<file path="src/rtl/relu_act_pipe.sv">
// Multi-lane, two-stage activation pipeline (bypass / ReLU / leaky / clip) with
// a valid/ready handshake and a saturating count of activation-zeroed lanes.

module relu_act_lane #(
  parameter int DATA_W      = 32,
  parameter int LEAKY_SHIFT = 3
) (
  input  logic [DATA_W-1:0] x,
  input  logic              neg,
  input  logic [1:0]        mode,
  input  logic [DATA_W-1:0] clip,
  output logic [DATA_W-1:0] y,
  output logic              zeroed
);
  localparam logic [1:0] MODE_RELU  = 2'b01;
  localparam logic [1:0] MODE_LEAKY = 2'b10;
  localparam logic [1:0] MODE_CLIP  = 2'b11;

  always_comb begin
    y      = x;
    zeroed = 1'b0;
    case (mode)
      MODE_RELU: begin
        if (neg) begin
          y      = '0;
          zeroed = 1'b1;
        end
      end
      MODE_LEAKY: begin
        if (neg) y = $signed(x) >>> LEAKY_SHIFT;
      end
      MODE_CLIP: begin
        // A negative ceiling collapses every lane to zero, and each one counts.
        if (neg || clip[DATA_W-1]) begin
          y      = '0;
          zeroed = 1'b1;
        end else if ($signed(x) > $signed(clip)) begin
          y = clip;
        end
      end
      default: ;
    endcase
  end
endmodule

module relu_act_pipe #(
  parameter int DATA_W      = 32,
  parameter int LANES       = 4,
  parameter int LEAKY_SHIFT = 3,
  parameter int CNT_W       = 16
) (
  input  logic                    clk,
  input  logic                    rst_n,
  input  logic                    in_valid,
  output logic                    in_ready,
  input  logic [LANES*DATA_W-1:0] in_data,
  input  logic [1:0]              in_mode,
  input  logic [DATA_W-1:0]       clip_val,
  output logic                    out_valid,
  input  logic                    out_ready,
  output logic [LANES*DATA_W-1:0] out_data,
  output logic [CNT_W-1:0]        zero_cnt,
  input  logic                    cnt_clr
);
  localparam int ZW = $clog2(LANES + 1);
  typedef logic [LANES-1:0][DATA_W-1:0] lane_vec_t;

  lane_vec_t         in_vec;
  lane_vec_t         s1_data_q, s1_data_d;
  logic [LANES-1:0]  s1_neg_q, s1_neg_d;
  logic [1:0]        s1_mode_q, s1_mode_d;
  logic [DATA_W-1:0] s1_clip_q, s1_clip_d;
  logic              s1_valid_q, s1_valid_d;

  lane_vec_t         lane_y;
  logic [LANES-1:0]  lane_zero;
  logic [ZW-1:0]     zeros_now;

  lane_vec_t         out_data_q, out_data_d;
  logic [ZW-1:0]     s2_zeros_q, s2_zeros_d;
  logic              s2_valid_q, s2_valid_d;
  logic [CNT_W-1:0]  zero_cnt_q, zero_cnt_d;
  logic [CNT_W:0]    cnt_sum;

  logic s1_adv, s2_adv, out_fire;

  assign in_vec    = in_data;
  assign s2_adv    = !s2_valid_q || out_ready;
  assign s1_adv    = !s1_valid_q || s2_adv;
  assign in_ready  = s1_adv;
  assign out_fire  = s2_valid_q && out_ready;
  assign out_valid = s2_valid_q;
  assign out_data  = out_data_q;
  assign zero_cnt  = zero_cnt_q;

  for (genvar i = 0; i < LANES; i++) begin : g_lane
    relu_act_lane #(.DATA_W(DATA_W), .LEAKY_SHIFT(LEAKY_SHIFT)) u_lane (
      .x      (s1_data_q[i]),
      .neg    (s1_neg_q[i]),
      .mode   (s1_mode_q),
      .clip   (s1_clip_q),
      .y      (lane_y[i]),
      .zeroed (lane_zero[i])
    );
  end

  always_comb begin
    zeros_now = '0;
    for (int i = 0; i < LANES; i++) zeros_now = zeros_now + ZW'(lane_zero[i]);
  end

  // Stage 1: capture the beat with its mode, ceiling and lane signs.
  always_comb begin
    s1_valid_d = s1_valid_q;
    s1_data_d  = s1_data_q;
    s1_neg_d   = s1_neg_q;
    s1_mode_d  = s1_mode_q;
    s1_clip_d  = s1_clip_q;
    if (s1_adv) begin
      s1_valid_d = in_valid;
      if (in_valid) begin
        s1_data_d = in_vec;
        s1_mode_d = in_mode;
        s1_clip_d = clip_val;
        for (int i = 0; i < LANES; i++) s1_neg_d[i] = in_vec[i][DATA_W-1];
      end
    end
  end

  // Stage 2: register activated lanes; held untouched while stalled.
  always_comb begin
    s2_valid_d = s2_valid_q;
    out_data_d = out_data_q;
    s2_zeros_d = s2_zeros_q;
    if (s2_adv) begin
      s2_valid_d = s1_valid_q;
      if (s1_valid_q) begin
        out_data_d = lane_y;
        s2_zeros_d = zeros_now;
      end
    end
  end

  assign cnt_sum = {1'b0, zero_cnt_q} + {{(CNT_W+1-ZW){1'b0}}, s2_zeros_q};

  always_comb begin
    zero_cnt_d = zero_cnt_q;
    if (cnt_clr)       zero_cnt_d = '0;
    else if (out_fire) zero_cnt_d = cnt_sum[CNT_W] ? '1 : cnt_sum[CNT_W-1:0];
  end

  always_ff @(posedge clk or negedge rst_n) begin
    if (!rst_n) begin
      s1_valid_q <= 1'b0;
      s1_data_q  <= '0;
      s1_neg_q   <= '0;
      s1_mode_q  <= '0;
      s1_clip_q  <= '0;
      s2_valid_q <= 1'b0;
      out_data_q <= '0;
      s2_zeros_q <= '0;
      zero_cnt_q <= '0;
    end else begin
      s1_valid_q <= s1_valid_d;
      s1_data_q  <= s1_data_d;
      s1_neg_q   <= s1_neg_d;
      s1_mode_q  <= s1_mode_d;
      s1_clip_q  <= s1_clip_d;
      s2_valid_q <= s2_valid_d;
      out_data_q <= out_data_d;
      s2_zeros_q <= s2_zeros_d;
      zero_cnt_q <= zero_cnt_d;
    end
  end
endmodule

</file>
<file path="config.mk">
export PLATFORM = sky130hd
export DESIGN_NAME = relu_act_pipe
export DESIGN_NICKNAME = d
export VERILOG_FILES = /design/src/rtl/relu_act_pipe.sv
export SDC_FILE = /design/constraint.sdc
export NUM_CORES = 1
export LEC_CHECK = 0
export BUFFER_PORTS_ARGS = -buffer_cell sky130_fd_sc_hd__clkbuf_2
export CAP_MARGIN = 25
export CORE_MARGIN = 5
export CORE_UTILIZATION = 39
export DETAILED_ROUTE_END_ITERATION = 10
export PLACE_DENSITY = 0.62
export SYNTH_ARGS = -nofsm -noshare
export SYNTH_HDL_FRONTEND = slang
export SYNTH_SLANG_ARGS = --single-unit
</file>
<file path="constraint.sdc">
create_clock -name clk -period 3.1 [get_ports clk]
set_input_delay 0.155 -clock clk [delete_from_list [all_inputs] [get_ports clk]]
set_output_delay 0.155 -clock clk [all_outputs]
set_load 0.005 [all_outputs]
</file>
==> impl_metrics.tcl, run 1 <==
set metrics [dict create \
    portBuffers 312 \
    max-clock-path-buffers 3 \
    wl_met2_mm 34.0 \
    tritoncts "built" \
    timing.final.ws_setup_ns 0.0929 \
    r2r_setup_slack_ns 0.09 \
    start_util 0.393 \
    placed_area_sq_mm 0.0209 \
    io_pins 313 \
    arrival_ns 3.45 \
    routed.top_layer "met4" \
    ant_nets 0 \
    rsz0062_at_grt "false" \
    cap_violations 0 \
    clk_latency_ns 0.57 \
    p_sw_frac 0.380 \
    yosysTopAreaCellShare 0.426 \
    ys_async_sr_fraction 1.00 \
    dieArea_sq_mm 0.0513 \
    critical_path_class "flop to flop" \
    design_area_sq_mm 0.0239 \
    post-place-ws_ns 0.163 \
    min_period_over_period 0.970 \
    multi_input_area_sq_mm 0.00963 \
    synth_cell_types 64 \
    die_h_microns 226 \
    cts_buffers 38 \
    p_leak_nw 10.5 \
    fmax_ghz 0.333 \
    switchingPower_mw 6.14 \
    htree_levels 2 \
    path_cells "inv_1 -> ha_1 -> and4_1 -> a221o_1 -> a2111o_1 -> o21a_4 -> o31ai_1 -> o21ai_1" \
    gr-total-overflow 0 \
    antenna_cells 0 \
    min_to "out_valid" \
    grt_pass1_vias 17800 \
    fin_setup_tns_ns 0 \
    gp_congestion 0.946 \
    relSlewSlack 0.319 \
    area_delta_synth_final_pct 30.9 \
    met3RoutedLength_mm 6.69 \
    ir_worst_vdd_mv 0.573 \
    required_ns 3.54 \
    seqPwrFrac 0.357 \
    clk_pin_slew_ns 0.06 \
    p_int_mw 10.0 \
    finalSetupViolations 0 \
    detail_route.iter0.violations 2021 \
    vias 17900 \
    syn_nets 2104 \
    p_clk_frac 0.287 \
    yosys.area.top_type "dfrtp_1" \
    syn-cell-area_sq_mm 0.0183 \
    status "completed" \
    synth_warnings 0 \
    end_kind "flop" \
    r2r-end "out_data[73]" \
    slowest_delay_ns 0.53 \
    syn_inst 1798 \
    path_max_fanout 31 \
    combPwrFrac 0.355 \
    core-area_sq_mm 0.0465 \
    fill_cells 4208 \
    hold_ws_ns 0.0465 \
    final_hold_viol_count 0 \
    hold_depth 3 \
    final_util 0.514 \
    ys_seq_area_frac 0.426 \
    via_per_inst 6.16 \
    finalClockSkew_ns 0.0277 \
    cp-start-kind "flop" \
    seqCellArea_sq_mm 0.00778 \
    grt_pass1_wl_mm 112 \
    layout_common_cells "clkbuf_2, dfrtp_1, dlygate4sd3_1" \
    cts.sink_count 311 \
    postCtsSetupBuffers 0 \
    routedLengthMet1_mm 30.5 \
    antenna_found_initial 0 \
    dr.pass1.iters 6 \
    worst_pin_slew_ns 1.02 \
    hold_class "input port to flop" \
    layout_min_cycle_time_ns 3.01 \
    clockRootBuffer "clkbuf_16" \
    die_w_microns 226 \
    rr_worst_depth 8 \
    synth_area_leaders "dfrtp_1, mux2_2, ha_1" \
    regToRegStartpoint "s1_clip_q[23]" \
    synth-seq-cells 311 \
    wirelength_mm 74.6 \
    dp_hpwl_mm 52.6 \
    synth_area_per_cell_sq_um 10.2 \
    powerDensity_mw_per_mm2 676 \
    drive_above_1_share 0.293 \
    grt_max_degree 93 \
    synthFlopType "dfrtp_1" \
    synth_edf_count 0 \
    crit_slowest_cell "a2111o_1" \
    drt-wirelength-per-cell_microns 25.6 \
    hold_start "out_ready" \
    drcViolationCount 0 \
    rows 79 \
    nNetsFinal 2582 \
    final_max_slew_viol_count 0 \
    grt_usage 0.282 \
]
[per-stage QoR]
stage | instances | total power, mW
2_1_floorplan | 1798 | 8.67
3_3_place_gp | 2678 | 11.1
3_5_place_dp | 2678 | 11.3
4_1_cts | 2912 | 16.1
5_1_grt | 2912 | 16.9
6_report | 2912 | 16.2
[routing by layer]
layer | up-vias | GRT usage
met1 | 8791 | 0.385
met4 | 0 | 0.115
li1 | 7906 | -
met2 | 1045 | 0.446
met3 | 196 | 0.0496
met5 | - | 0
[cell families after synthesis]
group           synth area share
compound gates             0.256
flops                      0.426
simple gates              0.0684
fa+ha+maj                 0.0960
xor+xnor                0.000480
mux                        0.104
buf+inv                   0.0491
[repair_timing]
item,CTS,global route
hold buffers,165,0
endpoints found under the hold margin,251,0
setup endpoints to repair,0,7
gates resized for setup,0,2
[final cells by class]
cell class | count | share of cell area
flip-flops and latches | 311 | 0.326
repair buffers | 584 | 0.177
multi-input cells | 1287 | 0.403
clock buffers | 50 | 0.0455
inverters | 54 | 0.00848
well taps | 607 | 0.0318
clock inverters | 19 | 0.00885
[Yosys cell counts, types with 31 or more instances]
| cell type | n |
|---|---|
| dfrtp_1 | 311 |
| mux2_2 | 164 |
| a21oi_1 | 163 |
| ha_1 | 137 |
| nor2_1 | 118 |
| clkbuf_1 | 114 |
| o21ai_0 | 93 |
| a221oi_1 | 84 |
| o22ai_1 | 83 |
| o21ai_1 | 71 |
| nand2_1 | 61 |
| inv_1 | 54 |
| a31oi_1 | 34 |
| o31ai_1 | 33 |
| o41ai_1 | 31 |
[state kept, by name, summed over array words and instances, names as in the netlist]
signal / count
out_valid: 1
s1_mode_q: 2
s1_valid_q: 1
s2_zeros_q: 3
s1_clip_q: 32
out_data: 128
s1_data_q: 125
zero_cnt: 16
s1_neg_q: 3
[worst max path at each step]
stage	startpoint	to	slack, ns	cells past startpoint
6_report	s1_clip_q[23]	out_data[73]	0.09	8
5_1_grt	s1_clip_q[17]	out_data[85]	0.003	9
4_1_cts	s1_clip_q[23]	out_data[73]	0.15	8
3_5_place_dp	s1_clip_q[23]	out_data[73]	0.16	8
3_3_place_gp	s1_clip_q[23]	out_data[73]	0.17	8
2_1_floorplan	s1_neg_q[2]	out_data[85]	0.40	11
[power by group through the flow]
| stage | sequential, mW | clock, mW | combinational, mW |
|---|---|---|---|
| after detailed placement | 5.81 | 0 | 5.46 |
| after global routing | 5.84 | 4.88 | 6.22 |
| after CTS | 5.75 | 4.72 | 5.65 |
| final | 5.77 | 4.65 | 5.74 |
| after global placement | 5.80 | 0 | 5.34 |
| after floorplan | 5.50 | 0 | 3.17 |
[worst max-delay path, delay by kind of cell, from the launching register on]
kind,cells,cell delay [ns]
AOI/OAI and AO/OA,5,1.74
adders and majority gates,1,0.30
buffers and inverters,1,0.22
DFF,1,0.39
and+or+nand+nor,1,0.23
No activity file was read; power rests on OpenSTA's default activity.
==> run 2: changes to the inputs <==
--- a/config.mk
+++ b/config.mk
@@ -11,6 +11,7 @@
 export CORE_UTILIZATION = 39
 export DETAILED_ROUTE_END_ITERATION = 10
 export PLACE_DENSITY = 0.62
+export RECOVER_POWER = 50
 export SYNTH_ARGS = -nofsm -noshare
 export SYNTH_HDL_FRONTEND = slang
 export SYNTH_SLANG_ARGS = --single-unit
==> run 2 against run 1 <==
The run now ends with capacitance limit, slew limit left. Routed wire length increased by 0.24%. Combinational power decreased by 1%. Flip-flop and latch count unchanged. Via count increased by 0.23%. Register-to-register slack got worse by 0.02 ns. Non-clock buffer count unchanged. Clock skew increased by 0.0013 ns. Cell count unchanged. Global-route usage unchanged. Fmax decreased by 0.53%. Clock-buffer cell count unchanged. Largest power group unchanged.
==> impl_metrics.tcl, run 2 (synthesis gave the netlist of run 1 again) <==
set metrics [dict create \
    arrival_ns 3.46 \
    fin_setup_tns_ns 0 \
    die_h_microns 226 \
    final_hold_viol_count 0 \
    cts_buffers 38 \
    clk_pin_slew_ns 0.06 \
    gp_congestion 0.946 \
    layout_common_cells "dfrtp_1, clkbuf_2, dlygate4sd3_1" \
    critical_path_class "flop to flop" \
    final_max_slew_viol_count 79 \
    seqCellArea_sq_mm 0.00778 \
    max-clock-path-buffers 3 \
    io_pins 313 \
    wirelength_mm 74.7 \
    drcViolationCount 0 \
    violations "capacitance limit, slew limit" \
    required_ns 3.54 \
    regToRegStartpoint "s1_clip_q[23]" \
    start_util 0.393 \
    gr-total-overflow 0 \
    dieArea_sq_mm 0.0513 \
    min_period_over_period 0.975 \
    worst_pin_slew_ns 2.22 \
    cap_violations 1 \
    rsz0062_at_grt "false" \
    p_leak_nw 10.2 \
    area_delta_synth_final_pct 30.2 \
    drt-wirelength-per-cell_microns 25.7 \
    grt_pass1_wl_mm 112 \
    finalSetupViolations 0 \
    clk_latency_ns 0.58 \
    antenna_found_initial 0 \
    cp-startpoint "s1_clip_q[23]" \
    grt_usage 0.282 \
    finalClockSkew_ns 0.0289 \
    fmax_ghz 0.331 \
    postCtsSetupBuffers 0 \
    dr.pass1.iters 6 \
    rows 79 \
    detail_route.iter0.violations 1943 \
    status "finished with violations" \
    clockRootBuffer "clkbuf_16" \
    hold_class "input port to flop" \
    total_power_mw 16.1 \
    multi_input_area_sq_mm 0.00963 \
    path_max_fanout 31 \
    die_w_microns 226 \
    portBuffers 312 \
    cp-start-kind "flop" \
    ir_worst_vdd_mv 0.563 \
    end_kind "flop" \
    fill_cells 4255 \
    layout_min_cycle_time_ns 3.02 \
    nNetsFinal 2582 \
    core-area_sq_mm 0.0465 \
    dp_hpwl_mm 52.6 \
    antenna_cells 0 \
    ant_nets 0 \
    powerDensity_mw_per_mm2 677 \
    dp_cells 2678 \
    largest_reg_flops 128 \
    fin_cells 2912 \
    drive_above_1_share 0.253 \
    vias 18000 \
    via_per_inst 6.17 \
    htree_levels 2 \
    hold_start "out_ready" \
    tritoncts "built" \
    grt_pass1_vias 17800 \
    relSlewSlack -0.478 \
    final_common_cell "dfrtp_1" \
    grt_max_degree 93 \
    cts.sink_count 311 \
]
-- run 2: cell counts in the layout (fill, tap and decap cells not counted) --
Identical to the previous run, type by type.
-- run 2: layer usage --
layer / wire length (microns) / share of wire / track usage
met5: 0 / 0 / 0
met3: 6590 / 0.088 / 0.0496
met1: 30900 / 0.41 / 0.385
met4: 3480 / 0.046 / 0.115
met2: 33800 / 0.45 / 0.446
-- run 2: layout make-up --
cell class                      instances  area share
Multi-Input combinational cell       1287       0.405
Inverter                               54     0.00853
Clock inverter                         19     0.00889
Sequential cell                       311       0.327
Clock buffer                           50      0.0457
Timing Repair Buffer                  584       0.172
Tap cell                              607      0.0319
-- run 2: path summary, 6_finish.rpt --
| path | end | slack [ns] | depth (start not counted) |
|---|---|---|---|
| max in group asynchronous | out_data[28] | 0.50 | 3 |
| max reg2reg | out_data[73] | 0.08 | 8 |
| min reg2reg | out_data[63] | 0.48 | 2 |
| min in group asynchronous | s1_data_q[57] | 0.78 | 2 |
| min | out_valid | 0.04 | 3 |
| max | out_data[73] | 0.08 | 8 |
-- run 2: power breakdown --
part           leakage, nW  switching (mW)  internal (mW)
sequential            3.65           0.921           4.85
clock                0.625            1.92           2.74
combinational         5.95            3.32           2.35
total                 10.2            6.16           9.94
-- run 2: critical path, stage by stage, from the launching register on --
cell	delay, ns
dfrtp_1	0.39
inv_1	0.22
ha_1	0.30
and4_1	0.23
a221o_1	0.32
a2111o_1	0.53
o21a_4	0.36
o31ai_1	0.44
o21ai_1	0.10
-- run 2: through the flow --
step	utilization	setup WS (ns)	hold WS [ns]	cell area [sq um]
after floorplan	-	0.398	-0.141	18300
after global placement	0.451	0.166	0.190	20900
after detailed placement	0.451	0.163	0.193	20900
after CTS	0.514	0.152	0.0118	23900
after global routing	0.512	0.00294	0.0601	23800
final	0.512	0.0768	0.0449	23800
-- run 2: timing repair --
item,4_1_cts,5_1_grt
resized for setup,0,2
endpoints found under the setup margin,0,7
hold buffers,165,0
hold endpoints to repair,251,0
==> run 3: changes to the inputs <==
==> constraint.sdc (replaced) <==
create_clock -name clk -period 3.6 [get_ports clk]
set_input_delay 0.18 -clock clk [delete_from_list [all_inputs] [get_ports clk]]
set_output_delay 0.18 -clock clk [all_outputs]
set_load 0.005 [all_outputs]
==> run 3 against run 2 <==
The run still ends with capacitance limit, slew limit left. Sequential share of layout area increased by 0.34 points. Die area unchanged. Register-to-register slack improved by 0.16 ns. Combinational power decreased by 17%.
==> impl_metrics.tcl, run 3 (synthesis gave the netlist of run 1 again) <==
set metrics [dict create \
    layout_min_cycle_time_ns 3.36 \
    clockRootBuffer "clkbuf_16" \
    drcViolationCount 0 \
    required_ns 4.05 \
    relSlewSlack -0.343 \
    antenna_found_initial 0 \
    fin_setup_tns_ns 0 \
    dieArea_sq_mm 0.0513 \
    rows 79 \
    grt_usage 0.290 \
    postCtsSetupBuffers 0 \
    die_w_microns 226 \
    hold_ws_ns 0.0686 \
    nNetsFinal 2570 \
    dr.pass1.iters 5 \
    die_h_microns 226 \
    tritoncts "built" \
    total_power_mw 13.7 \
    rsz0062_at_grt "false" \
    design_area_sq_mm 0.0235 \
    arrival_ns 3.81 \
    start_util 0.393 \
    path_max_fanout 23 \
    clk_latency_ns 0.57 \
    antenna_cells 0 \
    drt-wirelength-per-cell_microns 26.3 \
    cp-start-kind "flop" \
    detail_route.iter0.violations 1966 \
    path_cells "inv_1 -> ha_1 -> a21o_1 -> a21o_1 -> a221oi_1 -> o211ai_1 -> a2111oi_4 -> buf_4 -> o41ai_1 -> o221ai_1" \
    max-clock-path-buffers 3 \
    via_per_inst 6.15 \
    fin_cells 2901 \
    fmax_ghz 0.297 \
    post-place-ws_ns 0.148 \
    worst_pin_slew_ns 2.01 \
    cp_common_cell "a21o_1" \
    grt_max_degree 93 \
    timing.final.ws_setup_ns 0.237 \
    end_kind "flop" \
    ir_worst_vdd_mv 0.391 \
    placed_area_sq_mm 0.0208 \
    switchingPower_mw 5.27 \
    ant_nets 0 \
    layout_common_cells "dfrtp_1, clkbuf_2, mux2_2, dlygate4sd3_1, a21oi_1" \
    final_max_slew_viol_count 74 \
    finalSetupViolations 0 \
    p_sw_frac 0.384 \
    gp_congestion 0.962 \
    crit_slowest_cell "dfrtp_2" \
    p_clk_frac 0.289 \
    min_period_over_period 0.934 \
    hold_class "input port to flop" \
    core-area_sq_mm 0.0465 \
    grt_pass1_wl_mm 114 \
    cts.sink_count 311 \
    status "finished with violations" \
    htree_levels 2 \
    clk_pin_slew_ns 0.06 \
    dp_hpwl_mm 53.0 \
    p_int_mw 8.45 \
    cap_violations 1 \
    seqPwrFrac 0.369 \
    p_leak_nw 10.0 \
    slowest_delay_ns 0.52 \
    vias 17800 \
    finalClockSkew_ns 0.0194 \
    dp_cells 2666 \
    largest_reg_flops 128 \
    portBuffers 312 \
    final_common_cell "dfrtp_1" \
    final_hold_viol_count 0 \
    gr-total-overflow 0 \
    io_pins 313 \
    wirelength_mm 76.2 \
    violations "capacitance limit, slew limit" \
    cts_buffers 38 \
    combPwrFrac 0.341 \
    grt_pass1_vias 17500 \
    drive_above_1_share 0.236 \
    final_util 0.506 \
    powerDensity_mw_per_mm2 583 \
    critical_path_class "flop to flop" \
    area_delta_synth_final_pct 28.8 \
]
run 3: layout make-up:
cell class                 count  area, sq um
sequential                   311         7780
clock buffer                  54         1140
multi-input combinational   1287         9620
fill                        4320        22900
tap                          607          759
clock inverter                16          140
inverter                      54          203
timing repair buffer         572         3880
run 3: final timing paths:
check                              startpoint  slack (ns)       endpoint  cells after the start
min in group asynchronous               rst_n        0.73  s1_data_q[57]                      2
worst min register to register  s2_zeros_q[2]        0.48  s2_zeros_q[2]                      2
worst max register to register   s1_clip_q[9]        0.24  out_data[116]                     10
worst max-delay path             s1_clip_q[9]        0.24  out_data[116]                     10
max in group asynchronous               rst_n        0.76   s1_clip_q[9]                      3
worst min-delay path                out_ready        0.07     s1_valid_q                      3
run 3: repair_timing:
item                                   in CTS  in global routing
hold buffers                              164                  0
setup endpoints to repair                   0                  4
gates resized for setup                     0                  1
endpoints found under the hold margin     233                  0
run 3: worst max-delay path: cells and delay by family, from the launching register on:
kind	cells	cell delay, ns
flip-flops	1	0.52
AO/OA/AOI/OAI	7	1.75
buffers and inverters	2	0.58
adder cells (fa/ha/maj)	1	0.38
run 3: routing by layer:
layer	track usage	wire length [microns]	share of wire	vias to the layer above
met5	0	0	0	-
met4	0.105	3150	0.041	0
met3	0.0544	6730	0.088	182
met2	0.460	35100	0.46	1014
met1	0.397	31200	0.41	8787
li1	-	-	-	7866
run 3: power groups by stage:
stage               registers [mW]  clock network [mW]  logic, mW
finish                        5.07                3.97       4.68
global placement              5.09                   0       4.44
floorplan                     4.73                   0       2.73
CTS                           5.04                4.03       4.71
detailed placement            5.10                   0       4.54
global route                  5.12                4.16       5.10
